$ cat src/rtl/shift_engine_if.sv
// -----------------------------------------------------------------------------
// shift_engine_if
//   Operand/result bundle between an operand source and the shift_engine.
//
//   start  source -> engine  request, honoured only while busy=0
//   din    source -> engine  WIDTH-bit operand
//   amt    source -> engine  shift amount (0..WIDTH and beyond; clamped/wrapped)
//   mode   source -> engine  0=LSL 1=LSR 2=ASR 3=ROL 4=ROR, 5-7 invalid
//   busy   engine -> source  operation in flight
//   done   engine -> source  one-cycle result-valid pulse
//   err    engine -> source  one-cycle pulse with done for an invalid mode
//   dout   engine -> source  registered result, held until the next done
// -----------------------------------------------------------------------------
interface shift_engine_if #(
    parameter int WIDTH = 8,
    parameter int AMT_W = $clog2(WIDTH) + 1
);
    logic             start;
    logic [WIDTH-1:0] din;
    logic [AMT_W-1:0] amt;
    logic [2:0]       mode;
    logic             busy;
    logic             done;
    logic             err;
    logic [WIDTH-1:0] dout;

    modport master (
        output start, din, amt, mode,
        input  busy, done, err, dout
    );

    modport slave (
        input  start, din, amt, mode,
        output busy, done, err, dout
    );
endinterface

$ cat src/rtl/shift_engine.sv
// -----------------------------------------------------------------------------
// shift_engine
//   Bit-serial shifter/rotator: LSL, LSR, ASR, ROL, ROR of a WIDTH-bit operand,
//   one bit position per clock, behind a start/busy/done handshake.
//
//   clk  rising-edge clock
//   rst  asynchronous, active-high reset
//   bus  shift_engine_if.slave (start/din/amt/mode in, busy/done/err/dout out)
//
//   Latency: with the acceptance edge as edge 0, done is high in the cycle
//   after edge eff (eff = 0 or an invalid mode: the cycle after edge 0).
// -----------------------------------------------------------------------------
module shift_engine #(
    parameter int WIDTH = 8,
    parameter int AMT_W = $clog2(WIDTH) + 1
) (
    input  logic          clk,
    input  logic          rst,
    shift_engine_if.slave bus
);

    typedef enum logic [1:0] {
        S_IDLE,
        S_SHIFT,
        S_DONE
    } state_t;

    localparam logic [2:0] MODE_LSL = 3'd0;
    localparam logic [2:0] MODE_LSR = 3'd1;
    localparam logic [2:0] MODE_ASR = 3'd2;
    localparam logic [2:0] MODE_ROL = 3'd3;
    localparam logic [2:0] MODE_ROR = 3'd4;

    localparam logic [AMT_W-1:0] WIDTH_A = AMT_W'(WIDTH);
    localparam logic [AMT_W-1:0] ONE_A   = AMT_W'(1);

    state_t           state_q, state_d;
    logic [WIDTH-1:0] work_q,  work_d;
    logic [WIDTH-1:0] dout_q,  dout_d;
    logic [AMT_W-1:0] cnt_q,   cnt_d;
    logic [2:0]       mode_q,  mode_d;
    logic             err_q,   err_d;

    logic             mode_ok;
    logic [AMT_W-1:0] eff;
    logic [WIDTH-1:0] work_step;

    // One bit position of the selected operation.
    function automatic logic [WIDTH-1:0] step(input logic [WIDTH-1:0] w,
                                              input logic [2:0]       m);
        case (m)
            MODE_LSL: step = {w[WIDTH-2:0], 1'b0};
            MODE_LSR: step = {1'b0, w[WIDTH-1:1]};
            MODE_ASR: step = {w[WIDTH-1], w[WIDTH-1:1]};
            MODE_ROL: step = {w[WIDTH-2:0], w[WIDTH-1]};
            MODE_ROR: step = {w[0], w[WIDTH-1:1]};
            default:  step = w;
        endcase
    endfunction

    // Effective amount: shifts saturate at WIDTH (everything shifted out),
    // rotates wrap because a full rotation is the identity.
    always_comb begin
        mode_ok = (bus.mode <= MODE_ROR);
        if (bus.mode == MODE_ROL || bus.mode == MODE_ROR) begin
            eff = bus.amt % WIDTH_A;
        end else begin
            eff = (bus.amt > WIDTH_A) ? WIDTH_A : bus.amt;
        end
    end

    assign work_step = step(work_q, mode_q);

    always_comb begin
        // NOTE: every variable gets a default first so no path leaves one
        // unassigned, which would otherwise infer a latch.
        state_d = state_q;
        work_d  = work_q;
        dout_d  = dout_q;
        cnt_d   = cnt_q;
        mode_d  = mode_q;
        err_d   = 1'b0;

        case (state_q)
            S_IDLE: begin
                if (bus.start) begin
                    work_d = bus.din;
                    mode_d = bus.mode;
                    cnt_d  = eff;
                    if (mode_ok && eff != '0) begin
                        state_d = S_SHIFT;
                    end else begin
                        // Nothing to shift (or nothing valid to do): pass through.
                        dout_d  = bus.din;
                        err_d   = ~mode_ok;
                        state_d = S_DONE;
                    end
                end
            end
            S_SHIFT: begin
                work_d = work_step;
                cnt_d  = cnt_q - ONE_A;
                if (cnt_q == ONE_A) begin
                    dout_d  = work_step;
                    state_d = S_DONE;
                end
            end
            S_DONE: begin
                state_d = S_IDLE;
            end
            default: begin
                state_d = S_IDLE;
            end
        endcase
    end

    // NOTE: the work register is reset along with the control state so an
    // aborted operation leaves no stale operand behind; it is a single word,
    // not a memory array.
    always_ff @(posedge clk or posedge rst) begin
        if (rst) begin
            state_q <= S_IDLE;
            work_q  <= '0;
            dout_q  <= '0;
            cnt_q   <= '0;
            mode_q  <= '0;
            err_q   <= 1'b0;
        end else begin
            // NOTE: non-blocking assignments so every register samples the
            // pre-edge values, independent of statement order.
            state_q <= state_d;
            work_q  <= work_d;
            dout_q  <= dout_d;
            cnt_q   <= cnt_d;
            mode_q  <= mode_d;
            err_q   <= err_d;
        end
    end

    // All outputs come straight from registers.
    assign bus.busy = (state_q != S_IDLE);
    assign bus.done = (state_q == S_DONE);
    assign bus.err  = err_q;
    assign bus.dout = dout_q;

endmodule

$ cat src/flat_wrapper.sv
// flat-port wrapper written by rule: the top's interface ports become plain ports
module shift_engine_flat 
#(
    parameter int WIDTH = 8,
    parameter int AMT_W = $clog2(WIDTH) + 1
)
  (clk, rst, bus_start, bus_din, bus_amt, bus_mode, bus_busy, bus_done, bus_err, bus_dout);
  shift_engine_if #(.WIDTH(WIDTH), .AMT_W(AMT_W)) bus_i ();
  input  logic clk;
  input  logic rst;
  input wire logic [$bits(bus_i.start)-1:0] bus_start;
  input wire logic [$bits(bus_i.din)-1:0] bus_din;
  input wire logic [$bits(bus_i.amt)-1:0] bus_amt;
  input wire logic [$bits(bus_i.mode)-1:0] bus_mode;
  output wire logic [$bits(bus_i.busy)-1:0] bus_busy;
  output wire logic [$bits(bus_i.done)-1:0] bus_done;
  output wire logic [$bits(bus_i.err)-1:0] bus_err;
  output wire logic [$bits(bus_i.dout)-1:0] bus_dout;
  assign bus_i.start = bus_start;
  assign bus_i.din = bus_din;
  assign bus_i.amt = bus_amt;
  assign bus_i.mode = bus_mode;
  assign bus_busy = bus_i.busy;
  assign bus_done = bus_i.done;
  assign bus_err = bus_i.err;
  assign bus_dout = bus_i.dout;
  shift_engine #(.WIDTH(WIDTH), .AMT_W(AMT_W)) u_core (.clk(clk), .rst(rst), .bus(bus_i));
endmodule
$ cat config.mk
export PLATFORM = sky130hd
export DESIGN_NAME = shift_engine_flat
export DESIGN_NICKNAME = d
export VERILOG_FILES = /design/src/rtl/shift_engine_if.sv /design/src/rtl/shift_engine.sv /design/src/flat_wrapper.sv
export SDC_FILE = /design/constraint.sdc
export NUM_CORES = 1
export LEC_CHECK = 0
export BUFFER_PORTS_ARGS = -buffer_cell sky130_fd_sc_hd__clkbuf_2
export CAP_MARGIN = 20
export CORE_ASPECT_RATIO = 1.1
export CORE_MARGIN = 2
export CORE_UTILIZATION = 40
export CTS_CLUSTER_SIZE = 8
export DETAILED_ROUTE_END_ITERATION = 6
export PLACE_DENSITY_LB_ADDON = 0.25
export SYNTH_ARGS = -nofsm -noshare
export SYNTH_HDL_FRONTEND = slang
export SYNTH_SLANG_ARGS = --single-unit
$ cat constraint.sdc
create_clock -name clk -period 2.3 [get_ports clk]
set_input_delay 0.115 -clock clk [delete_from_list [all_inputs] [get_ports clk]]
set_output_delay 0.115 -clock clk [all_outputs]
set_load 0.01 [all_outputs]
## Word-level counts from Yosys, hierarchy flattened

Cells that the tools add are included.

- Register bits after elaboration: 26
- Memories kept: 0
- RAM bits: 0
- Output and inout bits: 11
- Bits in read-only memories: 0
- Bits in latches: 0
- Logic and storage cells: 51
- Bits of input ports: 18

- $add $sub $neg: 1
- Multiply operators: 0
- Multiplexer cells: 18
- Shifts and indexed selects: 0
- $lt $le $gt $ge: 2
- Eq/ne operators: 12
- Divide/modulo/power cells: 0
- Reduce and logical (&&, ||, !) cells: 11
- Bitwise logic cells: 1

Operators by type and width:

| operator | count |
|---|---|
| $pmux 8 s5 | 1 |
| $mux 8 | 4 |
| $pmux 8 s2 | 2 |
| $mux 4 | 3 |
| $eq 3x2->1 const B | 3 |
| $pmux 4 s2 | 1 |
| $eq 3x3->1 const B | 2 |
| $mux 2 | 3 |
| $reduce_and 2->1 | 3 |
| $eq 4x1->1 const B | 1 |
| $gt 4x4->1 const B | 1 |
| $ne 2x2->1 const B | 2 |
| $pmux 2 s2 | 1 |
| $reduce_and 4->1 | 1 |
| $reduce_bool 2->1 | 2 |
| $reduce_bool 4->1 | 1 |
| $sub 4x1->4 const B | 1 |
| $eq 3x1->1 const B | 1 |
| $le 3x3->1 const B | 1 |
| $logic_not 3->1 | 1 |
| $mux 1 | 3 |
| $eq 2x1->1 const B | 1 |
| $eq 2x2->1 const B | 1 |
| $logic_not 2->1 | 1 |
| other kinds (4) | 4 |

## Longest topological paths before layout

- Word-level depth: 8
- Gate-level depth with buffers: 6
- Depth with buffers taken out: 6

## Worst setup path after synthesis

No wires, ideal clock.

- Path type: flip-flop to flip-flop
- From: reg u_core.state_q[0]
- To: reg u_core.dout_q[0] (netlist: u_core.bus.dout[0])
- Data required time: 2.175 ns
- Clock period less this slack: 1.556 ns
- Arrival time: 1.431 ns
- Stages on the path, launching flop included: 6
- Path buffers: 1
- Setup time: 0.125 ns
- Path slack: 0.744 ns
- Path through: dfrtp_1 clkbuf_2 nor2_1 nand2_1 o22ai_4 mux2_2

- Longest elaborated chain between the ends: 3
- Elaborated cells on any way between the ends: 8
- Those cells by class: eq/ne: 4; mux: 1; reduce/logical: 3

RTL lines:

| element | RTL line | RTL |
|---|---|---|
| from (decl) | shift_engine.sv:37 | `state_t state_q, state_d;` |
| from (signal assigned) | shift_engine.sv:131 | `state_q <= state_d;` |
| $eq 2x1->1 or $logic_not 2->1 (tied branches) | shift_engine.sv:84 | `case (state_q)` |
| $ne 2x1->1 (no source line), or another cell as far along | - |  |
| $reduce_and 4->1 (no source line) | - |  |
| to (signal assigned) | shift_engine.sv:133 | `dout_q <= dout_d;` |
| to (decl) | shift_engine.sv:39 | `logic [WIDTH-1:0] dout_q, dout_d;` |

Parallel ways exist; a longest one is shown, timed or not.
A chain may end at the register's enable or synchronous reset.

## Worst setup path in the final report

- From: reg u_core.state_q[0]
- To: reg u_core.dout_q[2] (netlist: u_core.bus.dout[2])

Same word-level chain as after synthesis.

==> impl_metrics.tcl <==
set metrics [dict create \
    ys_async_sr_fraction 1.00 \
    drt_first_pass_iters 4 \
    setup_viol 0 \
    ant_nets 0 \
    wirelength_microns 2950 \
    cts_buffer_depth 2 \
    rr_worst_depth 4 \
    cts_tree "yes" \
    portBuffers 28 \
    start_util 0.412 \
    outcome "finished, final reports clean" \
    chipWidth_microns 61.8 \
    core_area_sq_um 3570 \
    drv_slew 0 \
    cts_setup_buffers 0 \
    yosysWarningCount 0 \
    drt_iter0_drc 80 \
    std_cell_rows 23 \
    grt_pass1_wl_microns 4880 \
    fin_skew_ns 0.000890 \
    avgSynthCellArea_sq_um 10.8 \
    vias 1122 \
    crit_path_start "u_core.state_q[0]" \
    syn_inst 136 \
    synth_top_area_share 0.443 \
    synth_edf_count 0 \
    die_y_microns 67.6 \
    critPathKind "flip-flop to flip-flop" \
    fin_ws_ns 0.567 \
    p_comb_frac 0.532 \
    n_antenna_cell 0 \
    worstReg2RegStart "u_core.state_q[0]" \
    grt_pass1_vias 1066 \
    synth_area_leaders "dfrtp_1 (44%), mux2_2 (15%), mux2i_1 (8.2%)" \
    hp-class "input port to flip-flop" \
    tns_ns 0 \
    switchingPower_mw 1.03 \
    cp_max_fo 9 \
    r2r_end "u_core.bus.dout[2]" \
    start_kind "flip-flop" \
    final_layout_size_suffix_gt1_frac 0.354 \
    fin_crit_ns 1.73 \
    route.detailed.drc 0 \
    syn_nets 156 \
    post_drt_wl_per_cell_microns 13.8 \
    area_growth_pct 16.7 \
    dp_hpwl_microns 2240 \
    path_clk_slew_ns 0.08 \
    clkPwrFrac 0.097 \
    synth_seq_cells 26 \
    endpoint "u_core.bus.dout[2]" \
    ioPinCount 29 \
    synth.distinct_cells 32 \
    nets 186 \
    seqPwrFrac 0.371 \
    sw_frac_of_total 0.410 \
    htree_levels 1 \
    p_leak_nw 0.777 \
    reg2reg_slack_ns 0.57 \
    timing.fmax_mhz 577 \
    final_common_cell "clkbuf_2" \
    grt_overflow 0 \
    slew-limit-headroom 0.696 \
    antenna_found_initial 0 \
    synth_seq_area_share 0.443 \
    worstSetupEndpointType "flip-flop" \
    hold_violations 0 \
    post-place-ws_ns 0.568 \
    place_congestion 0.784 \
    worst_pin_slew_ns 0.455 \
    cap_violations 0 \
    cts_root_buf "clkbuf_8" \
    grt_usage 0.159 \
    rsz0062_at_grt "false" \
    numCtsBuffers 3 \
    power_density_nw_per_um2 1470 \
    cts.sinks 26 \
    die_area_sq_um 4170 \
    final_cell_mix "clkbuf_2 (28), dfrtp_1 (26), mux2_2 (19), mux2i_1 (12), nand2_1 (12)" \
    p_int_mw 1.49 \
    viasPerCell 5.24 \
    synth_area_leader_cell "dfrtp_1" \
    final.period_utilization 0.753 \
    grt_max_degree 27 \
    critPathRequiredTime_ns 2.51 \
    ys.flop_type "dfrtp_1" \
    worstSkewPairLatency_ns 0.26 \
    ir_drop_uv 442 \
    syn_area_sq_um 1470 \
    arrival_ns 1.94 \
]
worst max-delay path, cell delays in order (launching register included):
cell and delay, ns:
dfrtp_1 0.48, nor2b_1 0.44, nand2b_1 0.26, o221ai_1 0.30, mux2_2 0.20
cell families after synthesis:
kind of cell               share of synthesized area
DFF                                            0.443
adders and majority gates                     0.0170
xor gates and xnor gates                      0.0170
muxes                                          0.227
buffers and inverters                         0.0366
AOI/OAI and AO/OA                              0.143
and+or+nand+nor                                0.116
through the flow:
stage          utilization  total power [mW]  instance area, sq um  instances  hold WS, ns
2_1_floorplan            -              1.96                  1470        136        0.155
3_3_place_gp         0.466              2.25                  1660        210        0.161
3_5_place_dp         0.466              2.30                  1660        210        0.170
4_1_cts              0.480              2.55                  1710        214        0.135
5_1_grt              0.480              2.75                  1710        214        0.158
6_report             0.480              2.53                  1710        214        0.146
power groups by stage:
stage / Sequential [mW] / Combinational (mW) / Clock, mW
after floorplan: 0.858 / 1.10 / 0
after global placement: 0.931 / 1.31 / 0
after detailed placement: 0.947 / 1.35 / 0
after CTS: 0.935 / 1.36 / 0.261
after global routing: 0.982 / 1.49 / 0.276
final: 0.937 / 1.34 / 0.246
flip-flops by register name, indices dropped and copies added, names as in the netlist:
name and cells:
u_core.mode_q 3, u_core.work_q 8, u_core.cnt_q 4, u_core.bus.dout 8, u_core.bus.err 1, u_core.state_q 2
cells in the mapped netlist (2+ instances only):
master    count
o21ai_0       5
mux2i_1      12
inv_1         6
buf_2         3
o221ai_1      6
mux2_2       19
a32o_1        2
nand2_1      12
a21oi_1       3
nor2_1       10
nand2b_1      2
a31oi_1       3
a221oi_1      2
dfrtp_1      26
nand3b_1      2
clkbuf_1      3
o211ai_1      2
nor2b_1       3
ha_1          2
layout make-up:
cell class              count  area (sq um)
clock buffers               3          41.3
fillers                   358          1850
inverters                   6          22.5
multi-input cells          97           764
flip-flops and latches     26           651
well taps                  50          62.6
repair buffers             32           173
per-layer routing:
layer	track usage	vias up	wire, microns
met4	0.0638	0	52
met5	0	-	0
met1	0.224	541	1430
met2	0.243	16	1390
li1	-	560	-
met3	0.0230	5	74
worst min-delay path by stage:
stage	startpoint	endpoint	slack (ns)	depth (start not counted)
floorplan	rst	u_core.bus.dout[0]	0.16	1
global placement	rst	u_core.bus.dout[3]	0.16	3
detailed placement	rst	u_core.bus.dout[4]	0.17	3
CTS	bus_mode[2]	u_core.mode_q[2]	0.14	3
global route	bus_start	u_core.state_q[0]	0.16	2
finish	bus_mode[2]	u_core.mode_q[2]	0.15	3
repair_timing:
item / in CTS / in global routing
gates resized for setup: 0 / 0
endpoints found under the hold margin: 26 / 0
hold buffers: 1 / 0
No activity file was read; power rests on OpenSTA's default activity.
